### config.mk
export PLATFORM = sky130hd
export DESIGN_NAME = serial_adder
export DESIGN_NICKNAME = d
export VERILOG_FILES = /design/src/rtl/serial_adder_pkg.sv /design/src/rtl/serial_adder_fa_cell.sv /design/src/rtl/serial_adder.sv
export SDC_FILE = /design/constraint.sdc
export NUM_CORES = 1
export LEC_CHECK = 0
export ABC_AREA = 1
export CORE_ASPECT_RATIO = 1.2
export CORE_UTILIZATION = 50
export DETAILED_ROUTE_END_ITERATION = 16
export PLACE_DENSITY = 0.8
export SLEW_MARGIN = 20
export SYNTH_ARGS = -nofsm -noshare
export SYNTH_HDL_FRONTEND = slang
export SYNTH_SLANG_ARGS = --single-unit
### constraint.sdc
create_clock -name clk -period 1.9 [get_ports clk]
set_clock_uncertainty 0.2 [all_clocks]
set_input_delay 0.19 -clock clk [delete_from_list [all_inputs] [get_ports clk]]
set_output_delay 0.19 -clock clk [all_outputs]
set_load 0.01 [all_outputs]
### src/rtl/serial_adder_pkg.sv
// ---------------------------------------------------------------------------
// serial_adder_pkg
//   Shared types and helpers for the multi-cycle serial add/subtract unit.
//   sa_state_t : controller states (IDLE / RUN / DONE)
//   sa_cnt_w   : width of a counter able to hold 0 .. steps-1 (minimum 1 bit)
// ---------------------------------------------------------------------------
package serial_adder_pkg;

   typedef enum logic [1:0] {
      IDLE = 2'd0,
      RUN  = 2'd1,
      DONE = 2'd2
   } sa_state_t;

   // $clog2(1) is 0, which would give a zero-width counter for STEPS=1.
   function automatic int unsigned sa_cnt_w(input int unsigned steps);
      if (steps <= 1) begin
         return 1;
      end
      return unsigned'($clog2(steps));
   endfunction

endpackage : serial_adder_pkg

### src/rtl/serial_adder_fa_cell.sv
// ---------------------------------------------------------------------------
// fa_cell
//   Single-bit full adder, one slice of the serial adder's carry chain.
//   a, b : operand bits
//   cin  : carry in
//   y    : {cout, s}
// ---------------------------------------------------------------------------
module fa_cell (
   input  logic       a,
   input  logic       b,
   input  logic       cin,
   output logic [1:0] y
);

   assign y = {(a & b) | (a & cin) | (b & cin), a ^ b ^ cin};

endmodule : fa_cell

### src/rtl/serial_adder.sv
// ---------------------------------------------------------------------------
// serial_adder
//   Multi-cycle add/subtract: takes two WIDTH-bit operands over a
//   valid/ready handshake, processes BITS_PER_CYCLE bits per clock through a
//   chain of full-adder cells, and presents {sum, cout, ovf} on a second
//   valid/ready handshake.
//
//   clk          : rising-edge clock
//   n_reset      : asynchronous active-low reset
//   start_valid  : a/b/sub valid          start_ready : operands accepted
//   a, b         : operands               sub         : 1 = a-b, 0 = a+b
//   busy         : state != IDLE
//   res_valid    : result valid           res_ready   : consumer takes result
//   sum          : result mod 2^WIDTH
//   cout         : carry out of MSB (for sub, 1 = no borrow)
//   ovf          : two's-complement overflow
// ---------------------------------------------------------------------------
module serial_adder
   import serial_adder_pkg::*;
#(
   parameter int unsigned WIDTH          = 8,
   parameter int unsigned BITS_PER_CYCLE = 1
) (
   input  logic             clk,
   input  logic             n_reset,
   input  logic             start_valid,
   output logic             start_ready,
   input  logic [WIDTH-1:0] a,
   input  logic [WIDTH-1:0] b,
   input  logic             sub,
   output logic             busy,
   output logic             res_valid,
   input  logic             res_ready,
   output logic [WIDTH-1:0] sum,
   output logic             cout,
   output logic             ovf
);

   localparam int unsigned STEPS     = WIDTH / BITS_PER_CYCLE;
   localparam int unsigned CW        = sa_cnt_w(STEPS);
   localparam logic [CW-1:0] LAST_STEP = CW'(STEPS - 1);

   if ((WIDTH < 2) || (WIDTH % BITS_PER_CYCLE != 0)) begin : g_bad_cfg
      $error("serial_adder: WIDTH must be >= 2 and a multiple of BITS_PER_CYCLE");
   end

   sa_state_t        state_q, state_d;
   logic [WIDTH-1:0] opa_q, opa_d;
   logic [WIDTH-1:0] opb_q, opb_d;
   logic [WIDTH-1:0] acc_q, acc_d;
   logic [WIDTH-1:0] sum_q, sum_d;
   logic             carry_q, carry_d;
   logic             cout_q, cout_d;
   logic             ovf_q, ovf_d;
   logic [CW-1:0]    step_q, step_d;

   logic [BITS_PER_CYCLE:0]             c;
   logic [BITS_PER_CYCLE-1:0]           s;
   logic [WIDTH+BITS_PER_CYCLE-1:0]     acc_shift;

   // Carry chain across the slice: c[0] is the registered carry, c[N] the
   // slice carry-out, c[N-1] the carry into the top cell of the slice.
   assign c[0] = carry_q;

   for (genvar i = 0; i < BITS_PER_CYCLE; i++) begin : g_cell
      fa_cell u_fa (
         .a   (opa_q[i]),
         .b   (opb_q[i]),
         .cin (c[i]),
         .y   ({c[i+1], s[i]})
      );
   end

   always_ff @(posedge clk or negedge n_reset) begin
      if (!n_reset) begin
         state_q <= IDLE;
         opa_q   <= '0;
         opb_q   <= '0;
         acc_q   <= '0;
         sum_q   <= '0;
         carry_q <= 1'b0;
         cout_q  <= 1'b0;
         ovf_q   <= 1'b0;
         step_q  <= '0;
      end else begin
         state_q <= state_d;
         opa_q   <= opa_d;
         opb_q   <= opb_d;
         acc_q   <= acc_d;
         sum_q   <= sum_d;
         carry_q <= carry_d;
         cout_q  <= cout_d;
         ovf_q   <= ovf_d;
         step_q  <= step_d;
      end
   end

   always_comb begin
      state_d     = state_q;
      opa_d       = opa_q;
      opb_d       = opb_q;
      acc_d       = acc_q;
      sum_d       = sum_q;
      carry_d     = carry_q;
      cout_d      = cout_q;
      ovf_d       = ovf_q;
      step_d      = step_q;
      start_ready = 1'b0;
      res_valid   = 1'b0;
      acc_shift   = {s, acc_q};

      unique case (state_q)
         IDLE: begin
            start_ready = 1'b1;
            if (start_valid) begin
               state_d = RUN;
               opa_d   = a;
               // Subtraction as a + ~b + 1: invert b here, seed the carry.
               opb_d   = b ^ {WIDTH{sub}};
               carry_d = sub;
               step_d  = '0;
            end
         end
         RUN: begin
            opa_d   = opa_q >> BITS_PER_CYCLE;
            opb_d   = opb_q >> BITS_PER_CYCLE;
            acc_d   = acc_shift[WIDTH+BITS_PER_CYCLE-1:BITS_PER_CYCLE];
            carry_d = c[BITS_PER_CYCLE];
            step_d  = step_q + CW'(1);
            if (step_q == LAST_STEP) begin
               state_d = DONE;
               // Partial sums build up in acc_q so the visible result only
               // changes on completion and is retained through IDLE/RUN.
               sum_d   = acc_d;
               cout_d  = c[BITS_PER_CYCLE];
               ovf_d   = c[BITS_PER_CYCLE-1] ^ c[BITS_PER_CYCLE];
            end
         end
         DONE: begin
            res_valid = 1'b1;
            if (res_ready) begin
               state_d = IDLE;
            end
         end
         default: begin
            state_d = IDLE;
         end
      endcase
   end

   assign busy = (state_q != IDLE);
   assign sum  = sum_q;
   assign cout = cout_q;
   assign ovf  = ovf_q;

endmodule : serial_adder

* Word-level counts from Yosys, hierarchy flattened
Cells that the tools add are included.
** Word-level totals
- Bits in registers :: 40
- Bits in latches :: 0
- Bits in writable memories :: 0
- Bits in read-only memories :: 0
- Input bits :: 21
- Output and inout port bits :: 13
- Logic and storage cells :: 45
- Memories kept :: 0
** Operators by class
- Add/sub/neg operators :: 1
- Multiply operators :: 0
- Divide/modulo/power cells :: 0
- $lt $le $gt $ge :: 0
- Eq/ne operators :: 6
- Shift operators :: 0
- Mux-type cells :: 14
- Bitwise gates (word level) :: 9
- Reduce and logical (&&, ||, !) cells :: 6
** Operators with widths (count)
- $pmux 8 s2 :: 2
- $mux 8 :: 2
- $xor 8x8->8 :: 1
- $mux 2 :: 3
- $ne 2x2->1 const B :: 3
- $pmux 2 s3 :: 1
- $pmux 3 s2 :: 1
- $reduce_and 2->1 :: 2
- $reduce_bool 2->1 :: 2
- $add 3x1->3 const B :: 1
- $and 1x1->1 :: 3
- $eq 3x3->1 const B :: 1
- $mux 1 :: 3
- $mux 3 :: 1
- $reduce_and 3->1 :: 1
- $xor 1x1->1 :: 3
- $eq 2x1->1 const B :: 1
- $eq 2x2->1 const B :: 1
- $logic_not 2->1 :: 1
- $or 1x1->1 :: 2
- $pmux 1 s2 :: 1

* Logic depth before layout (Yosys ltp)
- Depth after elaboration :: 4
- Depth in mapped cells :: 6

* Hierarchy
From an unflattened synthesis, not the netlist that was laid out.
** Unflattened totals
- Cells, all modules :: 217
- Area total of the unflattened synthesis :: 1945.6 µm²
** By module, submodules not included
- serial_adder :: times used 1, cells each 216, area an instance 1925.6 µm², sequential area each 975.9 µm²
- fa_cell :: times used 1, cells each 1, area an instance 20.0 µm², sequential area each 0.0 µm²

* Worst setup path after synthesis
OpenSTA, ideal clock, no wires.
- Path type :: register -> register
- Start point :: register carry_q
- End point :: register ovf_q, in the netlist ovf
- Library setup time :: 0.116 ns
- Arrival :: 1.129 ns
- Setup slack :: 0.454 ns
- Stages on the path, launching flop included :: 5
- Buffers on the path :: 0
- Clock period less this slack :: 1.446 ns
- Cells stage by stage :: dfrtp_1 > fa_1 > xor2_1 > nand2_1 > nand2_1
** On the way
- Word-level cells in the longest chain between the ends :: 4
- Elaborated cells between the ends (all ways) :: 5
** Ends and longest elaborated chain
- start, declared :: line serial_adder.sv:52 : logic carry_q, carry_d;
- start signal, assigned :: line serial_adder.sv:91 : carry_q <= carry_d;
- $and 1x1->1 :: line serial_adder_fa_cell.sv:15 : assign y = {(a & b) | (a & cin) | (b & cin), a ^ b ^ cin};
- $or 1x1->1 :: line serial_adder_fa_cell.sv:15
- $or 1x1->1 * :: line serial_adder_fa_cell.sv:15
- net c[1] :: line serial_adder.sv:57 : logic [BITS_PER_CYCLE:0] c;
- $xor 1x1->1 * :: line serial_adder.sv:136 : ovf_d = c[BITS_PER_CYCLE-1] ^ c[BITS_PER_CYCLE];
- end signal, assigned :: line serial_adder.sv:93 : ovf_q <= ovf_d;
- end, declared :: line serial_adder.sv:54 : logic ovf_q, ovf_d;
Mark *: on every way through the listed nets, which the timed path passes. The rest lies on a longest branch.
A chain may end at the register's enable or synchronous reset.

* Worst setup path after layout
- Start point :: register state_q[0]
- End point :: output port start_ready
** On the way
- Word-level cells in the longest chain between the ends :: 2
** Ends and longest elaborated chain
- start, declared :: line serial_adder.sv:47 : sa_state_t state_q, state_d;
- start signal, assigned :: line serial_adder.sv:86 : state_q <= state_d;
- $logic_not 2->1 :: line serial_adder.sv:112 : unique case (state_q)
- $mux 1 :: line serial_adder.sv:112
- end, declared :: line serial_adder.sv:27 : output logic start_ready,
Every way passes these cells.

==> results_tabular.tex <==
\begin{tabular}{lr}
\hline
Metric & Value \\
\hline
\multicolumn{2}{l}{\textbf{Synth}} \\
\quad Number of storage elements in the synthesis netlist & 39 \\
\quad Cells after Synth & approximately 210 \\
\quad Post-synthesis net count & 238 \\
\quad Synthesized cell area & 0.001815 mm² \\
\quad Library cells used by synthesis & 19 \\
\quad Sequential share of the synthesized area & a little over half \\
\quad Yosys warning count & 0 \\
\quad Mean cell area of the mapped netlist & $\sim$8.5 µm² \\
\multicolumn{2}{l}{\textbf{Floorplanning}} \\
\quad Initial Util & 53.46\% \\
\quad Number of rows created at floorplan & 23 \\
\quad IO Pins & 34 \\
\quad Core ar. & 0.003396 mm² \\
\quad Die X & 57.01 µm \\
\quad Area enclosed by the die boundary & 0.003877 mm² \\
\quad Die boundary height & 68.01 µm \\
\multicolumn{2}{l}{\textbf{Clock tree}} \\
\quad Worst skew pair latency & 0.29 ns \\
\quad \# clock sinks & 39 \\
\quad Buffers from clock root to sink, at most & 2 \\
\quad Clock-pin transition on the worst setup and hold timing paths & 0.07 ns \\
\quad CTS tree & yes \\
\quad H-tree depth & 2 \\
\quad TritonCTS Buffers & 5 \\
\quad Root buffer cell & clkbuf\_8 \\
\multicolumn{2}{l}{\textbf{Hold path}} \\
\quad Hold path startpoint & a[7] \\
\quad Type of the worst min-delay path & input pin to flop \\
\multicolumn{2}{l}{\textbf{Routing}} \\
\quad Pre-Repair DR Iteration Count & 10 \\
\quad DRC marker count from the first detailed-route iteration & 63 \\
\quad Vias post-DR & 1493 \\
\quad Routed length per placed instance & 11.54 µm \\
\quad Aggregate routed wire length & 3335 µm \\
\quad ANT nets after route & 0 \\
\quad Detailed-route vias per instance & $\sim$5.2 \\
\quad DRC viols & 2 \\
\multicolumn{2}{l}{\textbf{Timing}} \\
\quad Final Cycle Share & 98.70\% \\
\quad Number of failing setup endpoints in the final timing report & 0 \\
\quad Worst-case setup margin in the final layout & 0.02465 ns \\
\quad Actual slew at the worst max-slew pin & between 0.5 and 0.6 ns \\
\quad Final Slew Violations & 0 \\
\quad Max Freq & between 500 and 600 MHz \\
\quad Max\_slew headroom & 60.29\% \\
\quad Total negative slack & 0 ns \\
\quad RSZ-0062 raised after global routing & false \\
\quad Hold Fails Final Rpt & 0 \\
\quad Crit path time final & 1.875 ns \\
\multicolumn{2}{l}{\textbf{GRT}} \\
\quad Number of global-route vias before repair & $\sim$1400 \\
\quad First-pass GRT wire length & 5761 µm \\
\quad Aggregate global routing overflow & 0 \\
\quad Combined global-route utilization of all metal layers & 19.54\% \\
\quad Number of antenna violations at the first check in global routing & 0 \\
\quad Largest net degree at the start of global routing & 40 \\
\multicolumn{2}{l}{\textbf{Setup path}} \\
\quad Crit-path max cell delay & 0.57 ns \\
\quad Critical Path Source Type & flop \\
\quad Worst Setup SP & state\_q[0] \\
\quad Worst Setup Path Type & flop to output port \\
\quad Largest driver fanout on the critical path & 5 \\
\quad Critical path arrival & 1.49 ns \\
\quad Setup slack of the most critical reg-to-reg path & 0.33 ns \\
\quad Crit path required time & 1.51 ns \\
\quad Source of the worst register-to-register timing path & step\_q[0] \\
\quad Cell breakdown of the critical path & nor2\_1 > clkdlybuf4s50\_1 \\
\quad Critical path capture point type & output port \\
\quad Max stage delay cell, worst path & clkdlybuf4s50\_1 \\
\multicolumn{2}{l}{\textbf{Outcome}} \\
\quad Violated checks & DRC \\
\quad Result of the run & finished, violations left \\
\multicolumn{2}{l}{\textbf{Place}} \\
\quad Final weighted congestion in routability-driven placement & 0.7641 \\
\quad Count of buffers inserted at the top-level ports & 33 \\
\quad DP Worst Slack & 0.2642 ns \\
\quad DP Wirelength & 2233 µm \\
\multicolumn{2}{l}{\textbf{Final layout}} \\
\quad Most used cells in the layout excluding fill and tap cells & 76 x nand2\_1, 43 x nand3\_1, 38 x dfrtp\_1 \\
\quad Most common library cell in the layout ignoring fill and taps & nand2\_1 \\
\quad Number of antenna repair diodes & 0 \\
\quad Fraction of layout instances using a drive strength above 1 & 9.921\% \\
\quad Number of fillers in the final layout & 296 \\
\quad Fin util & 66.99\% \\
\quad Layout Area Growth over Synthesis & 25.29\% \\
\quad Nets & around 280 \\
\multicolumn{2}{l}{\textbf{Pwr}} \\
\quad Static power due to leakage & 1.160 nW \\
\quad Total chip power & 3.117 mW \\
\quad Highest ir drop seen on vdd & between 0.6 and 0.7 mV \\
\quad P per Cell Area & 1370 mW/mm² \\
\multicolumn{2}{l}{\textbf{Run}} \\
\quad Number of max-cap violations & 0 \\
\hline
\end{tabular}
per-stage QoR:
stage	instance area, µm²	std cells	hold WS [ns]
final	2275	289	0.2511
after global placement	2181	281	0.06701
after detailed placement	2181	281	0.07021
after CTS	2271	289	0.2408
after floorplan	1815	214	-0.3056
after global routing	2275	289	0.2721
sequential cells by signal, indices dropped and copies added (netlist names):
signal,count
step_q,3
opb_q,8
opa_q,8
sum,8
state_q,2
acc_q,7
carry_q,1
ovf,1
cout,1
repair_timing:
action	4_1_cts	5_1_grt
hold buffers	1	0
endpoints found under the hold margin	39	0
resized for setup	0	2
buffers inserted	1	0
setup endpoints to repair	1	2
routing by layer:
metal / vias to the layer above / track usage, % / wire length [µm]
li1: 759 / - / -
met4: 0 / 8.232 / 52
met5: - / 0 / 0
met3: 5 / 4.537 / 124
met1: 694 / 23.34 / 1511
met2: 35 / 34.12 / 1646
kinds of logic after synthesis:
logic type | Yosys count | share of synthesized area, %
AO/OA/AOI/OAI | 17 | 6.134
XOR/XNOR | 2 | 0.9650
adder cells (fa/ha/maj) | 3 | 2.481
buffers and inverters | 28 | 6.754
flip-flops | 39 | 53.76
AND/OR/NAND/NOR | 125 | 29.91
power by group:
part	internal, mW	switching [mW]	total, mW
Clock	0.244	0.264	0.509
Combinational	0.549	0.692	1.24
Sequential	1.17	0.193	1.37
Total	1.97	1.15	3.12
worst max-delay path, delay by kind of cell (launching register included):
family,cells,cell delay [ns]
buffers and inverters,1,0.57
flip-flops,1,0.44
AND/OR/NAND/NOR,1,0.18
Yosys cell counts:
library cell,number,area [µm²]
nor2_2,1,6.260
xor2_1,2,17.52
o21ai_0,9,45.04
o21ai_2,6,52.55
ha_1,2,25.02
fa_1,1,20.02
nand2_1,76,285.3
nor2_1,2,7.510
inv_2,1,3.750
nor2_4,1,11.26
o31ai_1,1,7.510
nand2_4,1,11.26
nand3_1,43,215.2
inv_1,18,67.56
nand2_2,1,6.260
dfrtp_1,39,975.9
o22ai_1,1,6.260
buf_6,1,11.26
buf_2,8,40.04
path summary, 6_finish.rpt:
check,end,cells after the start
setup / recovery,start_ready,2
hold / removal,opa_q[7],3
setup reg to reg,cout,6
hold reg to reg,sum[0],2
max in group asynchronous,state_q[0],3
min in group asynchronous,opb_q[2],3
final cells by class:
type	count	area, µm²	area share [%]
Clock buffer	6	72.57	3.190
Inverter	19	71.32	3.135
Multi-Input combinational cell	147	716.9	31.52
Sequential cell	39	977.2	42.96
Tap cell	37	46.29	2.035
Timing Repair Buffer	41	390.4	17.16
(Power assumes the default switching activity.)
